--- config.mk ---
export PLATFORM = sky130hd
export DESIGN_NAME = spi_master
export DESIGN_NICKNAME = d
export VERILOG_FILES = /design/src/rtl/spi_master_pkg.sv /design/src/rtl/spi_master_sclk_gen.sv /design/src/rtl/spi_master.sv
export SDC_FILE = /design/constraint.sdc
export NUM_CORES = 1
export LEC_CHECK = 0
export ABC_AREA = 1
export BUFFER_PORTS_ARGS = -buffer_cell sky130_fd_sc_hd__buf_2
export CAP_MARGIN = 20
export CORE_ASPECT_RATIO = 1.2
export CORE_UTILIZATION = 55
export CTS_CLUSTER_SIZE = 24
export DETAILED_ROUTE_END_ITERATION = 12
export PLACE_DENSITY = 0.74
export SLEW_MARGIN = 20
export SYNTH_ARGS = -nofsm -noshare
export SYNTH_HDL_FRONTEND = slang
export SYNTH_SLANG_ARGS = --single-unit
--- constraint.sdc ---
create_clock -name clk -period 1.6 [get_ports clk]
set_input_delay 0.16 -clock clk [delete_from_list [all_inputs] [get_ports clk]]
set_output_delay 0.16 -clock clk [all_outputs]
set_load 0.03 [all_outputs]
--- src/rtl/spi_master_pkg.sv ---
// Shared SPI definitions: FSM state encoding, default word width and mode constants.
// The SPI slave in the DDS control path uses the same mode constants.
package spi_master_pkg;

  typedef enum logic [2:0] {
    ST_IDLE     = 3'd0,
    ST_SETUP    = 3'd1,
    ST_SHIFT_HI = 3'd2,
    ST_SHIFT_LO = 3'd3,
    ST_HOLD     = 3'd4
  } state_t;

  localparam int unsigned SPI_B_DEFAULT   = 8;
  localparam int unsigned SPI_DIV_DEFAULT = 2;

  // Mode 0 style framing: sclk idles low, words go out LSB first.
  localparam logic SPI_CPOL      = 1'b0;
  localparam logic SPI_LSB_FIRST = 1'b1;

endpackage

--- src/rtl/spi_master_sclk_gen.sv ---
// DIV-cycle phase divider: o_tick_c marks the last clk cycle of each sclk phase.
// Held cleared while disabled, so every frame starts on a phase boundary.
module spi_master_sclk_gen #(
  parameter int unsigned DIV = 2
) (
  input  logic clk,
  input  logic rst_n,
  input  logic i_en,
  output logic o_tick_c
);

  localparam int unsigned CW = (DIV > 1) ? $clog2(DIV) : 1;

  logic [CW-1:0] r_cnt;

  assign o_tick_c = i_en && (r_cnt == CW'(DIV - 1));

  always_ff @(posedge clk or negedge rst_n) begin
    if (!rst_n) begin
      r_cnt <= '0;
    end else if (!i_en || o_tick_c) begin
      r_cnt <= '0;
    end else begin
      r_cnt <= r_cnt + CW'(1);
    end
  end

endmodule

--- src/rtl/spi_master.sv ---
// Single-word SPI master: start + parallel word in, LSB-first serial frame out,
// received word returned with a one-cycle done pulse. All outputs registered.
module spi_master
  import spi_master_pkg::*;
#(
  parameter int unsigned B   = SPI_B_DEFAULT,
  parameter int unsigned DIV = SPI_DIV_DEFAULT
) (
  input  logic         clk,
  input  logic         rst_n,
  input  logic         start,
  input  logic [B-1:0] wordin,
  output logic [B-1:0] wordout,
  output logic         busy,
  output logic         done,
  output logic         sclk,
  output logic         ss,
  output logic         mosi,
  input  logic         miso
);

  localparam int unsigned CNTW = $clog2(B + 1);

  state_t          r_state, w_state_nxt;
  logic [B-1:0]    r_tx, w_tx_nxt;
  logic [B-1:0]    r_rx, w_rx_nxt;
  logic [B-1:0]    r_wordout, w_wordout_nxt;
  logic [CNTW-1:0] r_bitcnt, w_bitcnt_nxt;
  logic            r_mosi, w_mosi_nxt;
  logic            r_ss, w_ss_nxt;
  logic            r_sclk, w_sclk_nxt;
  logic            r_busy, w_busy_nxt;
  logic            r_done, w_done_nxt;
  logic            w_div_en;
  logic            w_tick;

  assign w_div_en = (r_state != ST_IDLE);

  spi_master_sclk_gen #(
    .DIV(DIV)
  ) u_sclk_gen (
    .clk     (clk),
    .rst_n   (rst_n),
    .i_en    (w_div_en),
    .o_tick_c(w_tick)
  );

  // Next-state and next-output logic; pin outputs follow the next state so they
  // change on the same edge as the state register.
  always_comb begin
    w_state_nxt   = r_state;
    w_tx_nxt      = r_tx;
    w_rx_nxt      = r_rx;
    w_wordout_nxt = r_wordout;
    w_bitcnt_nxt  = r_bitcnt;
    w_mosi_nxt    = r_mosi;
    w_done_nxt    = 1'b0;

    unique case (r_state)
      ST_IDLE: begin
        if (start) begin
          w_state_nxt  = ST_SETUP;
          w_tx_nxt     = wordin;
          w_mosi_nxt   = wordin[0];
          w_bitcnt_nxt = '0;
        end
      end
      ST_SETUP: begin
        if (w_tick) w_state_nxt = ST_SHIFT_HI;
      end
      ST_SHIFT_HI: begin
        // Falling sclk: capture miso, advance mosi unless this was the last bit.
        if (w_tick) begin
          w_state_nxt  = ST_SHIFT_LO;
          w_rx_nxt     = {miso, r_rx[B-1:1]};
          w_bitcnt_nxt = r_bitcnt + CNTW'(1);
          if (r_bitcnt < CNTW'(B - 1)) begin
            w_tx_nxt   = {1'b0, r_tx[B-1:1]};
            w_mosi_nxt = r_tx[1];
          end
        end
      end
      ST_SHIFT_LO: begin
        if (w_tick) w_state_nxt = (r_bitcnt < CNTW'(B)) ? ST_SHIFT_HI : ST_HOLD;
      end
      ST_HOLD: begin
        if (w_tick) begin
          w_state_nxt   = ST_IDLE;
          w_done_nxt    = 1'b1;
          w_wordout_nxt = r_rx;
        end
      end
      default: begin
        w_state_nxt = ST_IDLE;
      end
    endcase

    w_busy_nxt = (w_state_nxt != ST_IDLE);
    w_ss_nxt   = !w_busy_nxt;
    w_sclk_nxt = (w_state_nxt == ST_SHIFT_HI) ? !SPI_CPOL : SPI_CPOL;
  end

  always_ff @(posedge clk or negedge rst_n) begin
    if (!rst_n) begin
      r_state   <= ST_IDLE;
      r_tx      <= '0;
      r_rx      <= '0;
      r_wordout <= '0;
      r_bitcnt  <= '0;
      r_mosi    <= 1'b0;
      r_ss      <= 1'b1;
      r_sclk    <= SPI_CPOL;
      r_busy    <= 1'b0;
      r_done    <= 1'b0;
    end else begin
      r_state   <= w_state_nxt;
      r_tx      <= w_tx_nxt;
      r_rx      <= w_rx_nxt;
      r_wordout <= w_wordout_nxt;
      r_bitcnt  <= w_bitcnt_nxt;
      r_mosi    <= w_mosi_nxt;
      r_ss      <= w_ss_nxt;
      r_sclk    <= w_sclk_nxt;
      r_busy    <= w_busy_nxt;
      r_done    <= w_done_nxt;
    end
  end

  assign wordout = r_wordout;
  assign busy    = r_busy;
  assign done    = r_done;
  assign sclk    = r_sclk;
  assign ss      = r_ss;
  assign mosi    = r_mosi;

endmodule

* Word level (Yosys, flattened, before mapping)
Index checks and enable logic that the tools add are counted.
** Word-level totals
- Register bits after elaboration :: 37
- Bits of input ports :: 12
- Word-level logic and storage cells :: 57
** Cells by class
- Add/subtract/negate cells :: 2
- Magnitude comparators :: 2
- Equality and inequality tests :: 8
- Mux-type cells :: 22
- Reductions and logical operators :: 12
** Operator list (count)
- 8-bit two-way mux :: 3
- 3-bit two-way mux :: 6
- 8-bit case mux with 2 select lines :: 1
- 3-bit case mux with 5 select lines :: 1
- 3-bit by 2-bit == test with 1-bit output, second input constant :: 3
- 4-bit two-way mux :: 2
- 4-bit case mux with 2 select lines :: 1
- 1-bit two-way mux :: 7
- 3-bit nonzero test :: 2
- 4-bit by 1-bit adder with 4-bit output, second input constant :: 1
- 4-bit by 3-bit less-than comparator with 1-bit output, second input constant :: 1
- 4-bit less-than comparator, second input constant :: 1
- 2-bit inequality test, second input constant :: 2
- 2-bit AND reduction :: 2
- 4-bit AND reduction :: 1
- 3-bit by 1-bit == test with 1-bit output, second input constant :: 1
- 3-bit == test, second input constant :: 1
- 3-bit zero test :: 1
- 3-bit AND reduction :: 1
- 1-bit zero test :: 2
- 2-bit by 1-bit inequality test with 1-bit output, second input constant :: 1
- 1-bit case mux with 2 select lines :: 1
- 2-bit nonzero test :: 1
- 1-bit adder, second input constant :: 1
- 2 further kinds :: 2

* Longest topological paths before layout
Gate-level depths: netlist of run 1.
- Depth in word-level cells :: 6
- Mapped depth :: 8
- Depth with buffers taken out :: 7

* By module
From an unflattened synthesis of run 1, not the netlist that was laid out.
** Second synthesis, totals
- Cell total of the unflattened synthesis :: 195
- Area total of the unflattened synthesis :: 1727.9 um^2
** By module, submodules not included
- spi_master :: times used 1, cells each 190, area an instance 1685.4 um^2, seq. area each 877.1 um^2
- spi_master_sclk_gen :: times used 1, cells each 5, area an instance 42.5 um^2, seq. area each 25.0 um^2

* Least setup slack after synthesis of run 1
Ideal clock, no wire load.
- Path type :: reg2reg
- Start point :: register r_state[2]
- End point :: register r_tx[0]
- Library setup time :: 118 ps
- Arrival :: 1136 ps
- Setup slack :: 347 ps
- Stages on the path, launching flop included :: 8
- Buffers on the path :: 1
- Clock period less this slack :: 1253 ps
- Path through :: dfrtp_1 -> nor2_4 -> buf_6 -> nand3_4 -> nand2_8 -> nand2_8 -> nand2_1 -> nand2_1
** Between the ends
- Word-level cells in the longest chain between the ends :: 4
- Elaborated cells on any way between the ends :: 10
- Those cells by class :: eq/ne (4); mux (1); reduce/logical (5)
** RTL lines
- start: declaration :: line spi_master.sv:24 : state_t r_state, w_state_nxt;
- start signal: assignment :: line spi_master.sv:116 : r_state <= w_state_nxt;
- 3-bit nonzero test :: line spi_master.sv:37 : assign w_div_en = (r_state != ST_IDLE);
- 1-bit logical AND :: line spi_master_sclk_gen.sv:16 : assign o_tick_c = i_en && (r_cnt == CW'(DIV - 1));
- 2-bit by 1-bit inequality test with 1-bit output (no source line)
- 4-bit AND reduction (no source line)
- end signal: assignment :: line spi_master.sv:117 : r_tx <= w_tx_nxt;
- end: declaration :: line spi_master.sv:25 : logic [B-1:0] r_tx, w_tx_nxt;
Parallel ways exist; a longest one is shown, timed or not.
A chain may end at the register's enable or synchronous reset.

* Worst setup path after layout of run 1
- Start point :: register r_state[2]
- End point :: register r_tx[6]
The elaborated chain is that of the path after synthesis.

==> impl_results.md, run 1 <==
- Status: complete, no violations
- Detailed Route Iter0 Violations: 42
- Routed Antenna Nets: 0
- Syn nets: about 200
- Sink Count: 36
- Largest family of logic cells by synthesized area: simple AND/OR/NAND/NOR gates
- Worst Hold Class: in2reg
- Final hold violations: 0
- Post-Syn Area: about 1600 um2
- Worst-path clk slew: 0.11 ns
- Drt via density: between 5 and 6
- Vias in the first global route: between 1,000 and 1,500
- Synth area leader: dfrtp_1
- Post-Syn Area per Cell: ~8.9 um2
- Bufs and invs on worst path: 1
- Pleak: 0.00104 uW
- Max frequency: about 0.71 GHz
- XOR/XNOR share of the synthesized area: 0
- Root Driver: clkbuf_4
- Post-CTS setup buffers: 0
- Cell variety after synth: 21
- Power Density: 1750 nW/um2
- Final Skew: ~0.012 ns
- Compound-Gate Fraction of Synth Area: 0.0604
- Minimum clock period: approximately 1.4 ns
- Ys Warns: 0
- Grt met1 use: 0.258
- Slew Viols, Final: 0
- Synth area leaders: dfrtp_1 54%, nand2_1 15%, nand3_1 6.1%
- Crit path largest cell delay: 0.46 ns
- Router iterations before antenna repair: 4
- WL/cell: 12.4 um
- Post-route setup slack: approximately 0.2 ns
- GRT Max-Usage Layer: met2
- Synthesis-stage register bit count: 36
- Worst Tran Pin Value: around 0.45 ns
- NumNets Final: between 200 and 250
- H-tree depth: 2
- Routed WL: between 3000 and 4000 um
- Relative slew slack: 0.698
- Worst-Skew Late Latency: 0.33 ns
- Met3 Use GR: 0.0608
- Max-cap violations: 0
- # DRC: 0
- Full die area: approximately 3200 um2
- Worst EP required: around 1.9 ns
- WS Path Type: reg2reg
- Core ar.: approximately 2800 um2
- Cells after DPL: around 240
- Final Util: 0.671
- Tot GR Track Use: 0.221
- Slowest CP cell: dfrtp_1
- Final Total Pwr: approximately 3300 uW
- DP Wirelength: around 2300 um
- Non-Filler Instances: 250
- Chip Width: between 50 and 60 um
- Max FO, Critical Path: 10
- RSZ-0062 raised after global routing: no
- Multiplexer share of the synthesized area: 0
- Initial core utilization: 0.582
- # resized after CTS: 0
- Crit. End Element: flip-flop
- Post-CTS Hold Fix Bufs: 1
- Post-synthesis simple-gate area fraction: 0.315
- Ant. Diodes: 0
- Antenna violations before repair: 0
- Largest net degree at the start of global routing: 20
- Grt total ovfl: 0
- Number of CTS-inserted buffers: 5
- Die Ht: 61.8 um
- Layout cells sized above 1: 0.213
- Final setup viols: 0
- # port buffers: 24
- I/O pins: 25
- Top delay family on crit path: simple AND/OR/NAND/NOR gates
- Met2 Usage GRT: 0.384
- Synth Area in Adders: 0.00765
- CTS tree: built
- Row cnt: 21
- Max clock buf depth: 2
- Vias: 1,306
- Seq/Total Area, Yosys: 0.551
- Post-Route Setup TNS: 0 ns
- Cells after synthesis: ~180
- Arr. time, crit path: between 1.5 and 2 ns
- Synth top area share: 0.535
- Startpoint Class: flip-flop
- VDD IR max: roughly 1.0 mV
- Final period util: 0.874
- Layout area overhead: 15.2%
- First-pass GRT wire length: between 4000 and 5000 um
- Dpl ws: roughly 0.21 ns
- Worst-path cell chain: nor2_4, nand2_4, inv_1, nand2_4, nand2_8, nand2_1, nand2_1
- Gpl congestion: just over 0.8
cell families after synthesis:
family	after synthesis
and+or+nand+nor	106
DFF	36
buffers and inverters	21
adders and majority gates	1
AOI/OAI and AO/OA	19
sequential cells by signal, indices dropped and copies added, names as in the netlist:
name / count
wordout: 8
r_state: 3
busy: 1
done: 1
sclk: 1
u_sclk_gen.r_cnt: 1
r_rx: 8
r_tx: 8
ss: 1
r_bitcnt: 4
final timing paths:
| path | slack, ns | endpoint | depth (start not counted) | from |
|---|---|---|---|---|
| max | 0.20 | r_tx[6] | 7 | r_state[2] |
| min | 0.06 | r_rx[7] | 3 | miso |
| max reg2reg | 0.20 | r_tx[6] | 7 | r_state[2] |
| min reg2reg | 0.48 | r_tx[0] | 2 | r_tx[0] |
| max in group asynchronous | 0.84 | r_rx[4] | 3 | rst_n |
| min in group asynchronous | 0.30 | r_tx[4] | 2 | rst_n |
Yosys cell counts, drive strengths merged:
cell	instances
dfrtp	35
nor3	1
a21oi	2
nor3b	1
ha	1
nor2	9
nand2	71
nand3	22
nand4	2
inv	17
buf	4
dfstp	1
o21ai	17
stage by stage:
stage               cell area, um2  hold slack (ns)
floorplan                     1640           -0.136
global placement              1810            0.120
detailed placement            1810            0.137
CTS                           1890           0.0521
global route                  1890           0.0556
finish                        1890           0.0641
layer usage:
metal  up-vias  wire, um
met1       615      1370
met3         7       127
met5         -         0
met4         0        48
met2        36      1540
li1        648         -
area by class of cell:
class                      instances  area [um2]
tap                               34        42.5
clock buffer                       7        65.1
fill                             219         926
sequential                        36         902
timing repair buffer              30         180
multi-input combinational        126         627
inverter                          17        68.8
cell usage in the layout, fill, tap and decap left out:
master / synthesis / layout
nor2_4: 1 / 1
nand2_1: 67 / 67
nand3_1: 20 / 20
inv_1: 16 / 16
clkbuf_4: 0 / 5
o21ai_0: 8 / 8
nor3_1: 1 / 1
dlygate4sd3_1: 0 / 1
inv_6: 1 / 1
nor2_1: 8 / 8
buf_2: 1 / 24
buf_12: 0 / 1
o21ai_1: 8 / 8
nand3_4: 2 / 2
dfrtp_1: 35 / 35
dfstp_2: 1 / 1
buf_4: 0 / 4
clkbuf_8: 0 / 2
a21oi_1: 2 / 2
nand4_1: 2 / 2
ha_1: 1 / 1
nor3b_1: 1 / 1
nand2_8: 2 / 2
o21ai_2: 1 / 1
nand2_4: 2 / 2
worst register-to-register path: stages (launching register included):
cell and delay (ns):
dfrtp_1 0.46, nor2_4 0.27, nand2_4 0.13, inv_1 0.15
nand2_4 0.11, nand2_8 0.11, nand2_1 0.06, nand2_1 0.06
where the power goes:
| group | switching [uW] | internal [uW] | total [uW] |
|---|---|---|---|
| combinational | 898 | 449 | 1350 |
| sequential | 216 | 1210 | 1420 |
| clock | 274 | 249 | 523 |
| total | 1390 | 1910 | 3290 |
Power figures use the tool's default switching activity.
==> run 2: changes to the inputs <==
Settings changed: CORE_UTILIZATION 55 to 30, PLACE_DENSITY 0.74 to 0.44.
==> run 2 against run 1 <==
  * Utilization shrank 29 points
  * Combinational power about the same
  * Routed wire length grew 3.6%
  * Design area increased by 4.8%
  * Maximum frequency up 0.19%
  * Total power rose by 9.5%
  * Critical path depth unchanged
  * Sequential cell count did not move
  * Sequential share of layout area shrank 2.2 points
  * Final cell count rose by 12%
  * Register-to-register slack hardly changed
  * Worst setup slack better by 0.0027 ns
==> impl_results.md, run 2 (same netlist as run 1, synthesis figures left out) <==
- Max-cap violations: 0 (unchanged)
- Most frequent cells in the layout: 67 x nand2_1, 35 x dfrtp_1, 24 x buf_2
- Final period util: 0.873 (-0.00170)
- Vias: 1,265 (-3.1%)
- Grt met1 use: 0.149 (-0.109)
- Row cnt: 29 (+38%)
- Die Ht: 82.9 um (+34%)
- Worst-path clk slew: 0.07 ns (-0.04 ns)
- Max clock buf depth: 2 (unchanged)
- Crit. End Element: flip-flop
- Hold endpoint: r_rx[7]
- WL/cell: 11.4 um (-7.5%)
- Tot GR Track Use: 0.126 (-0.0951)
- Hold_sp: miso
- Minimum clock period: 1.40 ns (-0.00271 ns)
- R2R cell count: 7 (unchanged)
- CTS tree: built
- Post-Route Setup TNS: 0 ns (unchanged)
- Vias in the first global route: 1,315 (+11%)
- Met3 Use GR: 0.0425 (-0.0184)
- Layout area overhead: 20.8%
- # resized after CTS: 0 (unchanged)
- Worst Tran Pin Value: 0.408 ns (-0.0450 ns)
- Pleak: 0.00107 uW (+2.6%)
- Arr. time, crit path: 1.62 ns (-0.05 ns)
- Non-Filler Instances: 280 (+12%)
- Post-route setup slack: 0.204 ns (+0.00271 ns)
- Grt total ovfl: 0 (unchanged)
- Drt via density: 4.52 (-14%)
- R2R Setup Slk: 0.20 ns (about the same)
- Max FO, Critical Path: 10 (unchanged)
- RSZ-0062 raised after global routing: no
- Detailed Route Iter0 Violations: 69 (+64%)
- DP Wirelength: 2390 um (+4.6%)
- Leading cell type in the layout, fill and taps excluded: nand2_1
- Number of CTS-inserted buffers: 5 (unchanged)
- Root Driver: clkbuf_8
- Antenna violations before repair: 0 (unchanged)
- NumNets Final: 230 (+0.44%)
- Worst-Skew Late Latency: 0.28 ns (-0.05 ns)
- Final Skew: 0.00744 ns (-0.00477 ns)
- Slew Viols, Final: 0 (unchanged)
- VDD IR max: 0.547 mV (-47%)
- Worst EP required: 1.83 ns (-0.05 ns)
- Sink Count: 36 (unchanged)
- Startpoint Class: flip-flop
- Area of the multi-input gates: 627 um2 (unchanged)
- Full die area: 5760 um2 (+80%)
- Final hold violations: 0 (unchanged)
- Final setup viols: 0 (unchanged)
- Layout cells sized above 1: 0.220 (+0.00722)
- Relative slew slack: 0.728 (+0.0300)
- Router iterations before antenna repair: 4 (unchanged)
- Reg-to-reg startpoint: r_state[2]
- Post-CTS Hold Fix Bufs: 1 (unchanged)
- Cells after DPL: 271 (+12%)
- First-pass GRT wire length: 5840 um (+17%)
- Worst Hold Class: in2reg
- Final Total Pwr: 3610 uW (+9.5%)
- Register Area: 902 um2 (unchanged)
- WS Path Type: reg2reg
- Status: complete, no violations
- Post-CTS setup buffers: 0 (unchanged)
- Worst-path cell chain: nor2_4, nand2_4, inv_1, nand2_4, nand2_8, nand2_1, nand2_1
- Largest net degree at the start of global routing: 19 (-5.0%)
- Routed WL: 3200 um (+3.6%)
- I/O pins: 25 (unchanged)
- Fillers: 516 (+140%)
- Worst hold path depth: 3 (unchanged)
- Dpl ws: 0.208 ns (-0.00411 ns)
- Max frequency: 0.716 GHz (+0.19%)
- Slowest CP cell: dfrtp_1
- Chip Width: 69.4 um (+34%)
- Power Density: 1820 nW/um2 (+4.5%)
- RR Endpoint: r_tx[1]
- Core ar.: 5260 um2 (+87%)
- Initial core utilization: 0.311 (-0.271)
- Ant. Diodes: 0 (unchanged)
- # port buffers: 24 (unchanged)
- GRT Max-Usage Layer: met2
- H-tree depth: 2 (unchanged)
- Routed Antenna Nets: 0 (unchanged)
- Gpl congestion: 0.745 (-10%)
- Crit path largest cell delay: 0.44 ns (-0.02 ns)
- # DRC: 0 (unchanged)
- Met2 Usage GRT: 0.210 (-0.174)
[run 2: worst max-delay path by stage]
stage | startpoint | cells past startpoint | end
after detailed placement | r_state[2] | 7 | r_tx[1]
final | r_state[2] | 7 | r_tx[1]
after floorplan | r_state[2] | 7 | r_tx[0]
after global routing | r_state[2] | 6 | r_tx[3]
after CTS | r_state[2] | 7 | r_tx[1]
after global placement | r_state[2] | 7 | r_tx[0]
[run 2: layout make-up]
cell class / instances / area share
flip-flops and latches: 36 / 0.456
clock buffers: 7 / 0.0487
clock inverters: 1 / 0.0152
multi-input cells: 126 / 0.317
well taps: 62 / 0.0392
inverters: 17 / 0.0348
repair buffers: 31 / 0.0886
[run 2: metal layers]
metal	wire (um)	up-vias
li1	-	645
met1	1450	579
met2	1540	34
met3	167	7
met4	45	0
met5	0	-
[run 2: where the power goes]
| group | internal (uW) | leakage, uW | switching [uW] |
|---|---|---|---|
| sequential | 1210 | 0.000461 | 211 |
| combinational | 448 | 0.000541 | 881 |
| clock | 550 | 0.0000645 | 308 |
| total | 2210 | 0.00107 | 1400 |
[run 2: stage by stage]
step / hold slack (ns) / util / area (um2)
floorplan: -0.136 / - / 1640
global placement: 0.107 / 0.350 / 1840
detailed placement: 0.115 / 0.350 / 1840
CTS: 0.0997 / 0.376 / 1980
global route: 0.104 / 0.376 / 1980
finish: 0.103 / 0.376 / 1980
[run 2: critical path: cells and delay by family (launching register included)]
kind / cells / cell delay (ns)
and+or+nand+nor: 6 / 0.74
DFF: 1 / 0.44
buffers and inverters: 1 / 0.16
